--- src/rtl/wb_write_queue.sv ---
`default_nettype none
// ============================================================================
// Module   : wb_write_queue
// Purpose  : Merges the non-stallable ALU result path and the long-latency
//            load/multiply path (valid/ready, queued in a small FIFO) into the
//            register file's single registered write port. Also reports the
//            pending-write busy flags that decode uses to stall.
// Optional : WBQ_STARVE_GUARD_EN enables a starvation guard that forces a
//            FIFO pop after STARVE_LIMIT starved cycles.
// Revision : 1.0 - initial release
// ============================================================================
module wb_write_queue #(
  parameter int ADDRESS_WIDTH = 5,
  parameter int DATA_WIDTH    = 32,
  parameter int DEPTH         = 4,
  parameter int STARVE_LIMIT  = 8
) (
  input  logic                     clk,
  input  logic                     rst,
  input  logic                     alu_valid,
  input  logic [ADDRESS_WIDTH-1:0] alu_rd,
  input  logic [DATA_WIDTH-1:0]    alu_wd,
  input  logic                     mem_valid,
  output logic                     mem_ready,
  input  logic [ADDRESS_WIDTH-1:0] mem_rd,
  input  logic [DATA_WIDTH-1:0]    mem_wd,
  output logic [ADDRESS_WIDTH-1:0] AD3,
  output logic                     WE3,
  output logic [DATA_WIDTH-1:0]    WD3,
  input  logic [ADDRESS_WIDTH-1:0] rs1,
  input  logic [ADDRESS_WIDTH-1:0] rs2,
  output logic                     rs1_busy,
  output logic                     rs2_busy,
  output logic                     stall_req,
  output logic                     empty
);

  localparam int c_pw = $clog2(DEPTH);

  logic [c_pw:0]             r_wptr;
  logic [c_pw:0]             r_rptr;
  logic [DEPTH-1:0]          r_live;
  logic [ADDRESS_WIDTH-1:0]  r_rd [DEPTH];
  logic [DATA_WIDTH-1:0]     r_wd [DEPTH];

  logic                      r_we3;
  logic [ADDRESS_WIDTH-1:0]  r_ad3;
  logic [DATA_WIDTH-1:0]     r_wd3;

  logic [c_pw-1:0]           w_widx;
  logic [c_pw-1:0]           w_ridx;
  logic                      w_full;
  logic                      w_occupied;
  logic                      w_head_live;
  logic                      w_force;
  logic                      w_alu_win;
  logic                      w_push;
  logic                      w_enq;
  logic                      w_pop;
  logic                      w_same_edge_kill;
  logic [DEPTH-1:0]          w_kill;
  logic                      w_hit1;
  logic                      w_hit2;

  assign w_widx      = r_wptr[c_pw-1:0];
  assign w_ridx      = r_rptr[c_pw-1:0];
  assign w_full      = (r_wptr[c_pw] != r_rptr[c_pw]) && (w_widx == w_ridx);
  assign w_occupied  = (r_wptr != r_rptr);
  assign w_head_live = w_occupied && r_live[w_ridx];

  assign mem_ready   = !w_full && !rst;
  assign w_push      = mem_valid && mem_ready;
  assign w_enq       = w_push && (mem_rd != '0);

  // The ALU result is younger than a concurrent mem result, so it kills it.
  assign w_alu_win        = alu_valid && (alu_rd != '0) && !w_force;
  assign w_same_edge_kill = w_alu_win && (alu_rd == mem_rd);
  assign w_pop            = w_occupied && !w_alu_win;

  for (genvar gi = 0; gi < DEPTH; gi++) begin : g_kill
    assign w_kill[gi] = w_alu_win && (r_rd[gi] == alu_rd);
  end

  // Live bits are cleared on pop so unoccupied slots never look pending.
  always_ff @(posedge clk) begin
    if (rst) begin
      r_wptr <= '0;
      r_rptr <= '0;
      r_live <= '0;
    end else begin
      r_live <= r_live & ~w_kill;
      if (w_pop) begin
        r_live[w_ridx] <= 1'b0;
        r_rptr         <= r_rptr + 1'b1;
      end
      if (w_enq) begin
        r_live[w_widx] <= !w_same_edge_kill;
        r_wptr         <= r_wptr + 1'b1;
      end
    end
  end

  always_ff @(posedge clk) begin
    if (w_enq) begin
      r_rd[w_widx] <= mem_rd;
      r_wd[w_widx] <= mem_wd;
    end
  end

  always_ff @(posedge clk) begin
    if (rst) begin
      r_we3 <= 1'b0;
      r_ad3 <= '0;
      r_wd3 <= '0;
    end else if (w_alu_win) begin
      r_we3 <= 1'b1;
      r_ad3 <= alu_rd;
      r_wd3 <= alu_wd;
    end else if (w_pop && r_live[w_ridx]) begin
      r_we3 <= 1'b1;
      r_ad3 <= r_rd[w_ridx];
      r_wd3 <= r_wd[w_ridx];
    end else begin
      r_we3 <= 1'b0;
    end
  end

  assign WE3 = r_we3;
  assign AD3 = r_ad3;
  assign WD3 = r_wd3;

  always_comb begin
    w_hit1 = 1'b0;
    w_hit2 = 1'b0;
    for (int i = 0; i < DEPTH; i++) begin
      if (r_live[i] && (r_rd[i] == rs1)) w_hit1 = 1'b1;
      if (r_live[i] && (r_rd[i] == rs2)) w_hit2 = 1'b1;
    end
  end

  // No write-through in the register file: the output register still counts.
  assign rs1_busy = (rs1 != '0) && (w_hit1 || (r_we3 && (r_ad3 == rs1)));
  assign rs2_busy = (rs2 != '0) && (w_hit2 || (r_we3 && (r_ad3 == rs2)));
  assign empty    = ~|r_live;

`ifdef WBQ_STARVE_GUARD_EN
  localparam int c_cw = $clog2(STARVE_LIMIT + 1);
  localparam logic [c_cw-1:0] c_limit = c_cw'(STARVE_LIMIT);

  logic [c_cw-1:0] r_starve;
  logic            r_stall;
  logic            r_force;

  // stall_req warns decode one cycle ahead; the following cycle pops by force.
  always_ff @(posedge clk) begin
    if (rst) begin
      r_starve <= '0;
      r_stall  <= 1'b0;
      r_force  <= 1'b0;
    end else begin
      r_stall <= 1'b0;
      r_force <= r_stall && !w_pop;
      if (w_pop || empty) begin
        r_starve <= '0;
      end else if (w_head_live && w_alu_win && (r_starve != c_limit)) begin
        r_starve <= r_starve + 1'b1;
        if (r_starve == c_limit - 1'b1) r_stall <= 1'b1;
      end
    end
  end

  assign w_force   = r_force;
  assign stall_req = r_stall;
`else
  logic w_unused_starve_limit;

  assign w_unused_starve_limit = (STARVE_LIMIT > 0);
  assign w_force               = 1'b0;
  assign stall_req             = 1'b0;
`endif

endmodule
`default_nettype wire

--- config.mk ---
export PLATFORM = sky130hd
export DESIGN_NAME = wb_write_queue
export DESIGN_NICKNAME = d
export VERILOG_FILES = /design/src/rtl/wb_write_queue.sv
export SDC_FILE = /design/constraint.sdc
export NUM_CORES = 1
export LEC_CHECK = 0
export BUFFER_PORTS_ARGS = -buffer_cell sky130_fd_sc_hd__clkbuf_2
export CORE_MARGIN = 4
export CORE_UTILIZATION = 25
export CTS_CLUSTER_SIZE = 28
export DETAILED_ROUTE_END_ITERATION = 12
export GPL_TIMING_DRIVEN = 0
export PLACE_DENSITY_LB_ADDON = 0.2
export SLEW_MARGIN = 20
export SYNTH_ARGS = -nofsm -noshare
export SYNTH_HDL_FRONTEND = slang
export SYNTH_SLANG_ARGS = --single-unit
--- constraint.sdc ---
create_clock -name clk -period 3.2 [get_ports clk]
set_clock_uncertainty 0.1 [all_clocks]
set_input_delay 0.32 -clock clk [delete_from_list [all_inputs] [get_ports clk]]
set_output_delay 0.32 -clock clk [all_outputs]
set_load 0.03 [all_outputs]
==> impl_metrics.env <==
export IMPL_status="completed"
export IMPL_place_gp_congestion=0.754
export IMPL_insertion_delay_ps=430
export IMPL_postRouteAntennaNets=0
export IMPL_cp_max_fo=38
export IMPL_slew_viol_final=0
export IMPL_root_buffer="clkbuf_16"
export IMPL_fillers=3534
export IMPL_core_um2=34700
export IMPL_crit_path_cell_trace="xor2_1 > nor3_1 > nor3_1 > and2_4 > mux2_1"
export IMPL_htreeDepth=4
export IMPL_first_iter_violations=291
export IMPL_setup_viol=0
export IMPL_fp_dieArea_um2=38400
export IMPL_path_depth=5
export IMPL_whs_path_depth=1
export IMPL_syn_avg_cell_area_um2=14.7
export IMPL_drt_pre_antenna_iters=4
export IMPL_antenna_found_initial=2
export IMPL_drcViolationCount=0
export IMPL_critPathTopFamily="simple AND/OR/NAND/NOR gates"
export IMPL_wl_per_cell_um=19.9
export IMPL_area_growth_pct=23.0
export IMPL_holdWs_ps=16.3
export IMPL_wirelength_mm=24.4
export IMPL_clk_pin_slew_ps=80
export IMPL_cp_required_ps=3430
export IMPL_hold_path_endpoint="r_wd[2][16]"
export IMPL_wl_met2_mm=11.8
export IMPL_wl_met1_mm=11.3
export IMPL_ir_drop_mv=0.273
export IMPL_maxCapViolCount=0
export IMPL_reg2regPathDepth=5
export IMPL_portBuffers=113
export IMPL_synth_flop_cell="edfxtp_1"
export IMPL_path_class="reg -> reg"
export IMPL_chipWidth_um=196
export IMPL_async_reset_ff_share_pct=0
export IMPL_min_period_over_period_pct=85.9
export IMPL_hold_viol=0
export IMPL_synthCells=599
export IMPL_critPathBufInv=0
export IMPL_numCtsBuffers=17
export IMPL_total_power_mw=6.34
export IMPL_yosys_area_top_type="edfxtp_1"
export IMPL_top_layer="met5"
export IMPL_synth_seq_area_share_pct=61.7
export IMPL_startpoint="r_rptr[0]"
export IMPL_p_per_area_nw_per_um2=584
export IMPL_dr_wl_met3_mm=1.03
export IMPL_slowest_stage="and2_4"
export IMPL_start_util_pct=25.4
export IMPL_slew_headroom_pct=38.8
export IMPL_arrival_ps=2970
export IMPL_hp_start="mem_wd[16]"
export IMPL_grt_pass1_vias=5814
export IMPL_path_common_cell="nor3_1"
export IMPL_yosysMostFrequentCell="edfxtp_1"
export IMPL_synth_top_area_share_pct=50.3
export IMPL_finish_utilization_pct=31.3
export IMPL_grt_util_all_layers_pct=12.8
export IMPL_crit_path_max_incr_delay_ps=690
export IMPL_grt_first_pass_wirelength_mm=36.9
export IMPL_max_freq_mhz=364
export IMPL_final_nets=856
export IMPL_io_pins=131
export IMPL_clk_path_buf_depth=2
export IMPL_drive_above_1_share_pct=31.3
export IMPL_rows=68
export IMPL_reg2reg_from="r_rptr[0]"
export IMPL_die_h_um=196
export IMPL_p_leak_nw=3.79
export IMPL_r2r_end="r_live[0]"
export IMPL_yosys_top_cells_area="edfxtp_1 (50%), dfxtp_1 (11%), mux4_2 (9.7%), a311oi_2 (5.1%), xor2_1 (4.2%)"
export IMPL_hp_class="in -> reg"
export IMPL_syn_num_nets=695
export IMPL_critPathLaunchType="flop"
export IMPL_synth_cell_types=45
export IMPL_vias=5459
export IMPL_cts_resized=0
export IMPL_vias_per_cell=4.44
export IMPL_dp_hpwl_mm=16.8
export IMPL_syn_area_um2=8830
export IMPL_rrSetupSlack_ps=450
export IMPL_cts_tree="done"
export IMPL_ys_ff_latch=198
export IMPL_gr_total_overflow=0
export IMPL_fin_crit_ps=2750
export IMPL_rsz0062_at_grt="no"
export IMPL_synth_edf_count=148
export IMPL_yosysWarnings=0
export IMPL_end_kind="flop"
export IMPL_grt_max_degree=39
export IMPL_worst_pin_slew_ps=918
export IMPL_clock_sinks=198
export IMPL_yosys_top_cells_count="edfxtp_1 (148), nand2_1 (68), dfxtp_1 (50)"
[power breakdown]
part / leakage [nW] / internal [mW] / total [mW] / switching [mW]
registers: 1.76 / 2.89 / 2.97 / 0.0802
logic: 1.74 / 0.514 / 1.21 / 0.700
clock network: 0.292 / 1.07 / 2.16 / 1.08
[cell families (layout without fill, tap and decap cells)]
family / count (synthesis) / after routing / synth area share, %
xor gates and xnor gates: 83 / 83 / 8.23
DFF: 198 / 198 / 61.7
adders and majority gates: 8 / 8 / 1.13
and+or+nand+nor: 155 / 155 / 7.98
other: 1 / 2 / 0.0425
muxes: 45 / 45 / 10.5
AOI/OAI and AO/OA: 57 / 57 / 7.55
buffers and inverters: 52 / 226 / 2.89
[routing by layer]
metal | vias to the layer above | track usage, %
met3 | 21 | 2.80
li1 | 2577 | -
met1 | 2749 | 17.1
met2 | 110 | 21.1
met5 | - | 0
met4 | 2 | 3.34
[through the flow]
stage / setup WS (ps) / TNS [ps] / area (um^2) / std cells
floorplan: 490 / 0 / 8830 / 599
global placement: -647 / -84690 / 9970 / 1167
detailed placement: 436 / 0 / 9980 / 1167
CTS: 419 / 0 / 10900 / 1228
global route: 301 / 0 / 10900 / 1229
finish: 452 / 0 / 10900 / 1229
[state kept, by name, indices dropped and copies added, names as in the netlist, named ones only]
| name | flops |
|---|---|
| WE3 | 1 |
| AD3 | 5 |
| r_rd | 20 |
| r_wd | 128 |
| r_wptr | 3 |
| WD3 | 32 |
| r_rptr | 3 |
| r_live | 4 |
[worst register-to-register path, delay by kind of cell (launching register included)]
kind,cells,cell delay (ps)
xor gates and xnor gates,1,290
muxes,1,400
DFF,1,500
and+or+nand+nor,3,1350
[repair_timing]
item                      CTS  global route
hold endpoints to repair  114             0
hold buffers               29             0
buffers inserted            0             0
[how the worst max path moves through the flow]
stage           endpoint  slack [ps]
3_3_place_gp   r_live[1]        -650
2_1_floorplan  r_live[1]         490
6_report       r_live[0]         450
3_5_place_dp   r_live[1]         440
5_1_grt        r_live[0]         300
4_1_cts        r_live[0]         420
[placed cells by master, fill, tap and decap left out, types with 8 or more instances in the layout]
cell type / Yosys / layout
a311oi_2: 30 / 30
buf_2: 12 / 12
xnor2_1: 41 / 41
nor2_1: 43 / 43
mux4_2: 38 / 38
ha_1: 8 / 8
edfxtp_1: 148 / 148
xor2_1: 42 / 42
nand2_1: 68 / 68
clkbuf_1: 22 / 22
dlygate4sd3_1: 0 / 29
dfxtp_1: 50 / 50
clkbuf_16: 0 / 17
nand3_1: 11 / 11
clkbuf_2: 0 / 113
nor4_1: 11 / 11
[cell type report]
type	instances	area (um^2)	area share [%]
Sequential cell	198	5450	50.1
Multi-Input combinational cell	349	3140	28.9
Timing Repair Buffer	142	856	7.88
Tap cell	455	569	5.24
Clock buffer	18	439	4.04
Buffer	45	229	2.11
Clock inverter	14	155	1.43
Inverter	7	26.3	0.242
Antenna cell	1	2.50	0.0230
No activity file was read; power rests on OpenSTA's default activity.
